File: config.mk
export PLATFORM = sky130hd
export DESIGN_NAME = cache_rd_arbiter_flat
export DESIGN_NICKNAME = d
export VERILOG_FILES = /design/src/rtl/cache_rd_arbiter_if.sv /design/src/rtl/cache_rd_arbiter.sv /design/src/flat_wrapper.sv
export SDC_FILE = /design/constraint.sdc
export NUM_CORES = 1
export LEC_CHECK = 0
export ABC_AREA = 1
export CORE_AREA = 2 2 195 197
export DETAILED_ROUTE_END_ITERATION = 8
export DIE_AREA = 0 0 197 199
export RECOVER_POWER = 25
export SLEW_MARGIN = 20
export SYNTH_ARGS = -nofsm -noshare
export SYNTH_HDL_FRONTEND = slang
export SYNTH_SLANG_ARGS = --single-unit
File: constraint.sdc
create_clock -name clk_g -period 1.7 [get_ports clk_g]
set_input_delay 0.51 -clock clk_g [delete_from_list [all_inputs] [get_ports clk_g]]
set_output_delay 0.51 -clock clk_g [all_outputs]
set_load 0.01 [all_outputs]
File: src/rtl/cache_rd_arbiter_if.sv
// Read-request channel shared by a cache and the refill bridge.
// The master drives the request side; the slave answers with accept and return data.
interface cache_rd_arbiter_if #(
    parameter int ADDR_W = 32,
    parameter int DATA_W = 128,
    parameter int TYPE_W = 3
);
    logic              rd_req;
    logic [TYPE_W-1:0] rd_type;
    logic [ADDR_W-1:0] rd_addr;
    logic              rd_rdy;
    logic              ret_valid;
    logic [DATA_W-1:0] ret_data;

    modport master (
        output rd_req, rd_type, rd_addr,
        input  rd_rdy, ret_valid, ret_data
    );

    modport slave (
        input  rd_req, rd_type, rd_addr,
        output rd_rdy, ret_valid, ret_data
    );
endinterface

File: src/rtl/cache_rd_arbiter.sv
// Shares the single AXI-bridge refill read port between icache and dcache, one read in flight.
// Define ARB_ROUND_ROBIN_EN for round-robin tie-breaking; default is dcache-wins fixed priority.
module cache_rd_arbiter #(
    parameter int ADDR_W = 32,
    parameter int DATA_W = 128,
    parameter int TYPE_W = 3
) (
    input  logic                clk_g,
    input  logic                reset,
    cache_rd_arbiter_if.slave   ic,
    cache_rd_arbiter_if.slave   dc,
    cache_rd_arbiter_if.master  mem,
    output logic                busy
);

    typedef enum logic [2:0] {
        IDLE  = 3'b001,
        GRANT = 3'b010,
        WAIT  = 3'b100
    } state_t;

    state_t state, state_nxt;
    logic   owner, owner_nxt;   // 0 = icache, 1 = dcache
    logic   owner_req;
    logic   handshake;
    logic   tie_pick;

    assign owner_req = owner ? dc.rd_req : ic.rd_req;
    assign handshake = (state == GRANT) && owner_req && mem.rd_rdy;

`ifdef ARB_ROUND_ROBIN_EN
    // rr_last set means icache was the last one sent to the bridge, so dcache wins the next tie.
    logic rr_last;

    always_ff @(posedge clk_g) begin
        if (reset) begin
            rr_last <= 1'b0;
        end else if (handshake) begin
            rr_last <= ~owner;
        end
    end

    assign tie_pick = rr_last;
`else
    assign tie_pick = 1'b1;
`endif

    always_ff @(posedge clk_g) begin
        if (reset) begin
            state <= IDLE;
            owner <= 1'b0;
        end else begin
            state <= state_nxt;
            owner <= owner_nxt;
        end
    end

    always_comb begin
        state_nxt = state;
        owner_nxt = owner;
        case (state)
            IDLE: begin
                if (ic.rd_req || dc.rd_req) begin
                    state_nxt = GRANT;
                    owner_nxt = (ic.rd_req && dc.rd_req) ? tie_pick : dc.rd_req;
                end
            end
            GRANT: begin
                if (handshake) begin
                    state_nxt = WAIT;
                end else if (!owner_req) begin
                    state_nxt = IDLE;
                end
            end
            WAIT: begin
                if (mem.ret_valid) begin
                    state_nxt = IDLE;
                end
            end
            default: state_nxt = IDLE;
        endcase
    end

    // Everything is forced low while reset is held, including the data pass-through.
    always_comb begin
        mem.rd_req    = 1'b0;
        mem.rd_type   = '0;
        mem.rd_addr   = '0;
        ic.rd_rdy     = 1'b0;
        dc.rd_rdy     = 1'b0;
        ic.ret_valid  = 1'b0;
        dc.ret_valid  = 1'b0;
        ic.ret_data   = '0;
        dc.ret_data   = '0;
        busy          = 1'b0;
        if (!reset) begin
            ic.ret_data = mem.ret_data;
            dc.ret_data = mem.ret_data;
            busy        = (state != IDLE);
            if (state == GRANT) begin
                mem.rd_req  = owner_req;
                mem.rd_type = owner ? dc.rd_type : ic.rd_type;
                mem.rd_addr = owner ? dc.rd_addr : ic.rd_addr;
                ic.rd_rdy   = !owner && ic.rd_req && mem.rd_rdy;
                dc.rd_rdy   =  owner && dc.rd_req && mem.rd_rdy;
            end
            if (state == WAIT) begin
                ic.ret_valid = !owner && mem.ret_valid;
                dc.ret_valid =  owner && mem.ret_valid;
            end
        end
    end

endmodule

File: src/flat_wrapper.sv
// flat-port wrapper written by rule: the top's interface ports become plain ports
module cache_rd_arbiter_flat 
#(
    parameter int ADDR_W = 32,
    parameter int DATA_W = 128,
    parameter int TYPE_W = 3
)
  (clk_g, reset, busy, ic_rd_req, ic_rd_type, ic_rd_addr, ic_rd_rdy, ic_ret_valid, ic_ret_data, dc_rd_req, dc_rd_type, dc_rd_addr, dc_rd_rdy, dc_ret_valid, dc_ret_data, mem_rd_req, mem_rd_type, mem_rd_addr, mem_rd_rdy, mem_ret_valid, mem_ret_data);
  cache_rd_arbiter_if #(.ADDR_W(ADDR_W), .DATA_W(DATA_W), .TYPE_W(TYPE_W)) ic_i ();
  cache_rd_arbiter_if #(.ADDR_W(ADDR_W), .DATA_W(DATA_W), .TYPE_W(TYPE_W)) dc_i ();
  cache_rd_arbiter_if #(.ADDR_W(ADDR_W), .DATA_W(DATA_W), .TYPE_W(TYPE_W)) mem_i ();
  input  logic clk_g;
  input  logic reset;
  output logic busy;
  input wire logic [$bits(ic_i.rd_req)-1:0] ic_rd_req;
  input wire logic [$bits(ic_i.rd_type)-1:0] ic_rd_type;
  input wire logic [$bits(ic_i.rd_addr)-1:0] ic_rd_addr;
  output wire logic [$bits(ic_i.rd_rdy)-1:0] ic_rd_rdy;
  output wire logic [$bits(ic_i.ret_valid)-1:0] ic_ret_valid;
  output wire logic [$bits(ic_i.ret_data)-1:0] ic_ret_data;
  input wire logic [$bits(dc_i.rd_req)-1:0] dc_rd_req;
  input wire logic [$bits(dc_i.rd_type)-1:0] dc_rd_type;
  input wire logic [$bits(dc_i.rd_addr)-1:0] dc_rd_addr;
  output wire logic [$bits(dc_i.rd_rdy)-1:0] dc_rd_rdy;
  output wire logic [$bits(dc_i.ret_valid)-1:0] dc_ret_valid;
  output wire logic [$bits(dc_i.ret_data)-1:0] dc_ret_data;
  output wire logic [$bits(mem_i.rd_req)-1:0] mem_rd_req;
  output wire logic [$bits(mem_i.rd_type)-1:0] mem_rd_type;
  output wire logic [$bits(mem_i.rd_addr)-1:0] mem_rd_addr;
  input wire logic [$bits(mem_i.rd_rdy)-1:0] mem_rd_rdy;
  input wire logic [$bits(mem_i.ret_valid)-1:0] mem_ret_valid;
  input wire logic [$bits(mem_i.ret_data)-1:0] mem_ret_data;
  assign ic_i.rd_req = ic_rd_req;
  assign ic_i.rd_type = ic_rd_type;
  assign ic_i.rd_addr = ic_rd_addr;
  assign ic_rd_rdy = ic_i.rd_rdy;
  assign ic_ret_valid = ic_i.ret_valid;
  assign ic_ret_data = ic_i.ret_data;
  assign dc_i.rd_req = dc_rd_req;
  assign dc_i.rd_type = dc_rd_type;
  assign dc_i.rd_addr = dc_rd_addr;
  assign dc_rd_rdy = dc_i.rd_rdy;
  assign dc_ret_valid = dc_i.ret_valid;
  assign dc_ret_data = dc_i.ret_data;
  assign mem_rd_req = mem_i.rd_req;
  assign mem_rd_type = mem_i.rd_type;
  assign mem_rd_addr = mem_i.rd_addr;
  assign mem_i.rd_rdy = mem_rd_rdy;
  assign mem_i.ret_valid = mem_ret_valid;
  assign mem_i.ret_data = mem_ret_data;
  cache_rd_arbiter #(.ADDR_W(ADDR_W), .DATA_W(DATA_W), .TYPE_W(TYPE_W)) u_core (.clk_g(clk_g), .reset(reset), .ic(ic_i), .dc(dc_i), .mem(mem_i), .busy(busy));
endmodule
==> results by group, run 1 <==
Status
  – Status: complete, but fails checks
  – Violated checks: setup timing

Cells and area
  – Util after Layout: 25.7%
  – P&R area growth vs syn: 233%
  – Final #Nets: 1229
  – Fraction of layout cells with a size suffix above 1: 66.6%

Hold path
  – Hold Path Depth: 4
  – Tightest Hold Check Type: register to register
  – Hold Crit Start: u_core.state[1]
  – Hold EP: u_core.state[2]

Drt
  – Drt via density: 3.33
  – # DRC: 0
  – Post-DRT Antenna Nets: 0
  – Highest Signal Layer: met5
  – Met3 WL: 2010 um
  – DR iter-0 viols: 68
  – Met2 WL post-DR: 13000 um
  – DR WL/cell: 15.4 um
  – TritonRoute pass-1 iters: 4
  – Final WL: 23000 um
  – Routed metal-1 wire length: 7660 um
  – DR vias: 4995

Placement
  – Port buffer count: 500
  – Post-DP HPWL: 18800 um
  – Final GP Congestion: 0.799

Critical path
  – Worst r2r src: u_core.state[0]
  – Worst EP required: 1190 ps
  – Worst reg2reg setup slack: 540 ps
  – Type of the worst setup path: register to primary output
  – Critical path fanouts, max: 4
  – Arr. time, crit path: 1390 ps
  – Startpoint types: register
  – FF-to-FF End: u_core.state[1]
  – Critical path endpoint category: primary output
  – FF-to-FF path depth: 8

Pwr
  – P_int: 1.71 mW
  – Comb pwr share: 83.3%
  – Sw Share: 40.8%
  – Net Sw Power: 1.18 mW
  – Leak: 4.93 nW
  – Flop pwr share: 4.1%
  – Pwr/cell area: 304 nW/um2
  – VDD IR max: 0.265 mV
  – Clk network pwr share: 12.7%

Yosys
  – Post-synthesis cell count: 560
  – Register area share after synthesis: 2.80%
  – Fraction of registers with async set/reset: 0%
  – Post-synthesis adder-cell area fraction: 0%
  – Synth Flop Type: dfxtp_1
  – Largest family of logic cells by synthesized area: buffers and inverters
  – Cell variety after synth: 17
  – Synthesis Warnings: 0
  – Simple-gate portion of the synthesized area: 30.4%
  – Post-Synth XOR/XNOR Area: 0%
  – EDFF count, synth: 0
  – Syn nets: 764
  – Yosys reg bits: 4
  – Synth Area in Compound Gates: 9.54%
  – Mux cell area share after synthesis: 0%
  – Synthesized area per cell: 5.11 um2
  – Post-Syn Area: 2860 um2

Clock tree
  – H-tree levels: 1
  – CTS tree: built
  – Sink Count: 4
  – Post-cts hold buffer count: 0
  – CTS Buf Count: 3
  – Clk Tree Root Cell: clkbuf_16
  – CTS Buffer Depth: 2
  – Clock transition at path regs: 30 ps
  – Worst skew pair latency: 230 ps

Floorplan
  – Area of the core: 37100 um2
  – Row Count: 71
  – Die height: 199 um
  – Die width: 197 um
  – Io pins: 501
  – Die ar.: 39200 um2
  – Starting Density: 7.70%

Run
  – Max-Cap Viols: 0

STA
  – Slew margin rel.: 86.1%
  – Slack of the critical path: -205 ps
  – Worst hold margin: 656 ps
  – Final slew viol count: 0
  – Final min period: 1900 ps
  – F_max: 0.525 GHz
  – Fin. Hold Viols: 0
  – RSZ-0062 raised after global routing: true
  – Slew @ Worst Pin: 207 ps
  – Clock skew after layout: 1.68 ps
  – Final setup violation count: 112
  – Crit share post-route: 112%

Global route
  – Initial antenna violation count: 16
  – Global route total overflow: 0
  – All-Layer GR Usage: 10.8%
  – Vias in the first global route: 5063
  – First-pass GRT wire length: 30800 um
  – Largest net degree at the start of global routing: 27
metrics by stage:
step | power [mW] | cells | TNS (ps) | setup WS [ps] | area, um2
floorplan | 1.08 | 560 | -2540 | -48.0 | 3540
global placement | 2.22 | 1421 | -153090 | -997 | 8370
detailed placement | 2.22 | 1421 | -152870 | -979 | 8370
CTS | 2.83 | 1499 | -15460 | -188 | 9240
global route | 3.08 | 1498 | -13100 | -257 | 9530
finish | 2.90 | 1499 | -8210 | -205 | 9540
power by group through the flow:
stage	sequential, mW	combinational (mW)	clock (mW)
6_report	0.118	2.41	0.367
3_5_place_dp	0.113	2.11	0
2_1_floorplan	0.111	0.972	0
4_1_cts	0.114	2.35	0.372
5_1_grt	0.119	2.57	0.387
3_3_place_gp	0.113	2.10	0
worst max-delay path by stage:
stage / cells past startpoint / end / startpoint
after floorplan: 3 / dc_ret_valid / reset
after global placement: 6 / mem_rd_req / dc_rd_req
after detailed placement: 6 / mem_rd_req / dc_rd_req
after CTS: 8 / mem_rd_addr[1] / u_core.state[0]
after global routing: 8 / dc_rd_rdy / u_core.state[0]
final: 8 / ic_rd_rdy / u_core.state[0]
flip-flops by register name (all words and copies together), names as in the netlist:
signal,count
u_core.owner,1
u_core.state,3
area by class of cell:
class	instances	area [um2]
Fill cell	4032	27600
Inverter	140	531
Antenna cell	2	5.00
Clock buffer	3	75.1
Tap cell	474	593
Sequential cell	4	86.3
Timing Repair Buffer	613	6050
Multi-Input combinational cell	263	2190
metal layers:
metal | track usage (%) | vias to the layer above
li1 | - | 2381
met4 | 2.17 | 4
met3 | 2.80 | 34
met1 | 10.5 | 2259
met5 | 0 | -
met2 | 22.4 | 317
kinds of logic after synthesis:
kind of cell | Yosys count
AND/OR/NAND/NOR | 224
AO/OA/AOI/OAI | 39
buffers and inverters | 293
flip-flops | 4
cell usage in the layout, fill, tap and decap left out, types with 20 or more instances in the layout:
cell type / netlist / layout
buf_4: 129 / 30
buf_2: 20 / 92
a21oi_2: 20 / 31
nand2_1: 84 / 77
nor2_4: 1 / 112
clkdlybuf4s50_1: 0 / 38
inv_1: 138 / 59
inv_2: 2 / 80
buf_6: 4 / 231
nor2_2: 0 / 20
dlygate4sd2_1: 0 / 152
cell usage after synthesis (2+ instances only):
cell type  number  area [um2]
a21oi_2        20         175
dfxtp_1         4        80.1
buf_2          20         100
nor2_1        131         492
a21oi_1        18        90.1
buf_4         129         968
nand2_1        84         315
buf_6           4        45.0
inv_2           2        7.51
nor4_1          2        12.5
inv_1         138         518
nand3_1         2        10.0
nor3_1          2        10.0
worst max-delay path, cell delays in order, from the launching register on:
cell,delay [ps]
dfxtp_2,320
inv_2,60
nand2_2,60
nor2_4,110
nand2_4,90
buf_6,140
buf_16,130
nor3_4,100
buf_2,160
repair_timing:
action | CTS | global route
endpoints found under the setup margin | 297 | 241
setup buffers | 66 | 4
resized for setup | 1706 | 126
pin swaps | 139 | 65
gates cloned | 9 | 1
Note: power is estimated with default switching activity, not from simulation.
==> run 2, diff against run 1 <==
- CORE_AREA: 2 2 195 197 -> 3 3 196 198
- DIE_AREA: 0 0 197 199 -> 0 0 199 201
==> run 2 against run 1 <==
The flow still finishes with violations (setup timing); setup slack better by 35 ps; total power down 2.5%; via count fell by 1.5%; first-iteration DRC count increased by 21%; critical endpoint is now dc_ret_data[76]; die area is 2.0% higher; global-route usage is 0.82 points lower; non-clock buffer count fell by 5; clock-buffer cell count unchanged; worst hold slack lost 100 ps; largest power group unchanged; sequential share of layout area barely moved; cell area shrank 1.6%; combinational power fell by 3%.
==> results by group, run 2 (same netlist as run 1, synthesis figures left out) <==
Critical path
  – Startpoint types: input pin
  – Worst-path cell chain: buf_16 -> buf_12 -> buf_12 -> buf_8 -> nor2_4 -> buf_6 -> buf_6
  – Max incr delay on CP: 150 ps (-170 ps)
  – Type of the worst setup path: input pin to primary output
  – Slowest-stage cell, CP: buf_12
  – Critical path endpoint category: primary output
  – Arr. time, crit path: 1360 ps (-30 ps)
  – Critical path fanouts, max: 8 (+4)
  – Worst EP required: 1190 ps (about the same)

Clock tree
  – CTS tree: built
  – Clk Tree Root Cell: clkbuf_16
  – H-tree levels: 1 (unchanged)
  – Worst skew pair latency: 220 ps (about the same)
  – CTS Buf Count: 3 (unchanged)
  – Clock transition at path regs: 30 ps (about the same)
  – Sink Count: 4 (unchanged)
  – CTS Buffer Depth: 2 (unchanged)

STA
  – Setup TNS: -10760 ps (-2550 ps)
  – Slack of the critical path: -170 ps (+34.7 ps)
  – Fin. Hold Viols: 0 (unchanged)
  – Slew @ Worst Pin: 224 ps (+17.4 ps)
  – Final min period: 1870 ps (-34.7 ps)
  – Worst hold margin: 555 ps (-101 ps)
  – Slew margin rel.: 85.0% (-1.1 points)
  – Final slew viol count: 0 (unchanged)
  – Crit share post-route: 110% (-2.0 points)
  – Final setup violation count: 122 (+8.9%)
  – Clock skew after layout: 3.13 ps (+1.45 ps)
  – RSZ-0062 raised after global routing: true
  – F_max: 0.535 GHz (+1.9%)

Global route
  – Global route total overflow: 0 (unchanged)
  – Vias in the first global route: 5019 (-0.87%)
  – Initial antenna violation count: 5 (-11)
  – Largest net degree at the start of global routing: 25 (-7.4%)
  – First-pass GRT wire length: 30400 um (-1.3%)
  – All-Layer GR Usage: 9.94% (-0.82 points)

Pwr
  – Pwr/cell area: 301 nW/um2 (-0.88%)
  – VDD IR max: 0.234 mV (-12%)
  – Total Power: 2.82 mW (-2.5%)
  – Leak: 4.79 nW (-2.8%)

Cells and area
  – Largest registers: u_core.state: 3 flops, u_core.owner: 1 flops
  – Most common cell after layout, fill and taps aside: buf_6
  – P&R area growth vs syn: 228%
  – Fin area: 9380 um2 (-1.6%)
  – Most frequent cells in the layout: 226 x buf_6, 160 x dlygate4sd2_1, 96 x nor2_4, 77 x inv_2, 75 x nand2_1
  – Fraction of layout cells with a size suffix above 1: 62.7% (-3.9 points)
  – Non-filler cells, final: 1488 (-0.73%)
  – Fill cell count: 4071 (+0.97%)
  – Max FFs per register: 3 (unchanged)
  – Final #Nets: 1224 (-0.41%)
  – Util after Layout: 25.6% (-0.12 points)
  – Reg with most FFs: u_core.state

Status
  – Violated checks: setup timing
  – Status: complete, but fails checks

Drt
  – Final WL: 22100 um (-3.9%)
  – Drt via density: 3.31 (-0.77%)
  – # DRC: 0 (unchanged)
  – DR vias: 4920 (-1.5%)
  – DR iter-0 viols: 82 (+21%)
  – Post-DRT Antenna Nets: 0 (unchanged)
  – DR WL/cell: 14.9 um (-3.2%)
  – TritonRoute pass-1 iters: 4 (unchanged)

Floorplan
  – Row Count: 70 (-1.4%)
  – Die width: 199 um (+1.0%)
  – Starting Density: 7.79% (+0.091 points)
  – Io pins: 501 (unchanged)
  – Area of the core: 36700 um2 (-1.2%)
  – Die ar.: 40000 um2 (+2.0%)
  – Die height: 201 um (+1.0%)

Placement
  – Post-DP HPWL: 17900 um (-4.9%)
  – Area after DPL: 8370 um2 (unchanged)
  – Inst Count DP: 1420 (-0.070%)
  – Port buffer count: 500 (unchanged)
  – Final GP Congestion: 0.777 (-2.8%)
  – Pre-CTS setup slack: -696 ps (+283 ps)

Run
  – Max-Cap Viols: 0 (unchanged)

Hold path
  – Tightest Hold Check Type: register to register
## run 2: cell count changes in the layout (fill, tap and decap cells not counted), moves of 6 or more
cell / before / now
buf_2: 92 / 67
clkbuf_1: 0 / 18
nor2_4: 112 / 96
nor2_2: 20 / 32
clkbuf_2: 18 / 7
clkdlybuf4s15_1: 1 / 10
dlygate4sd2_1: 152 / 160
clkdlybuf4s15_2: 3 / 9
## run 2: layer usage
metal  part of all wire [%]  global-route usage [%]  up-vias
li1                       -                       -     2367
met5                  0.059                       0        -
met3                    9.9                    2.80       21
met4                    1.2                    1.26        2
met1                     35                    10.2     2204
met2                     54                    20.1      326
## run 2: area by class of cell
type,count,area (um2),area share [%]
inverter,140,533,5.68
timing repair buffer,608,6000,64.0
sequential,4,85.1,0.907
antenna,2,5.00,0.0534
clock buffer,3,75.1,0.800
multi-input combinational,263,2090,22.3
tap,468,586,6.24
## run 2: repair_timing
| action | CTS | global route |
|---|---|---|
| setup buffers | 55 | 8 |
| pin swaps | 136 | 54 |
| hold buffers | 0 | 0 |
| endpoints found under the setup margin | 297 | 225 |
| resized for setup | 1651 | 126 |
| gates cloned | 8 | 1 |
## run 2: where the power goes
part | leakage (nW) | total (mW) | internal, mW | switching (mW)
logic | 4.72 | 2.34 | 1.27 | 1.07
registers | 0.0334 | 0.115 | 0.105 | 0.0103
clock network | 0.0370 | 0.366 | 0.300 | 0.0653
## run 2: critical path, delay by kind of cell
kind,cells,cell delay [ps]
buf+inv,6,740
simple gates,1,100
## run 2: path summary, 6_finish.rpt
path | from | endpoint | slack, ps | cells after the start
max | reset | dc_ret_data[76] | -170 | 7
min | u_core.state[0] | u_core.state[2] | 560 | 3
max reg2reg | u_core.owner | u_core.state[1] | 400 | 10
min reg2reg | u_core.state[0] | u_core.state[2] | 560 | 3
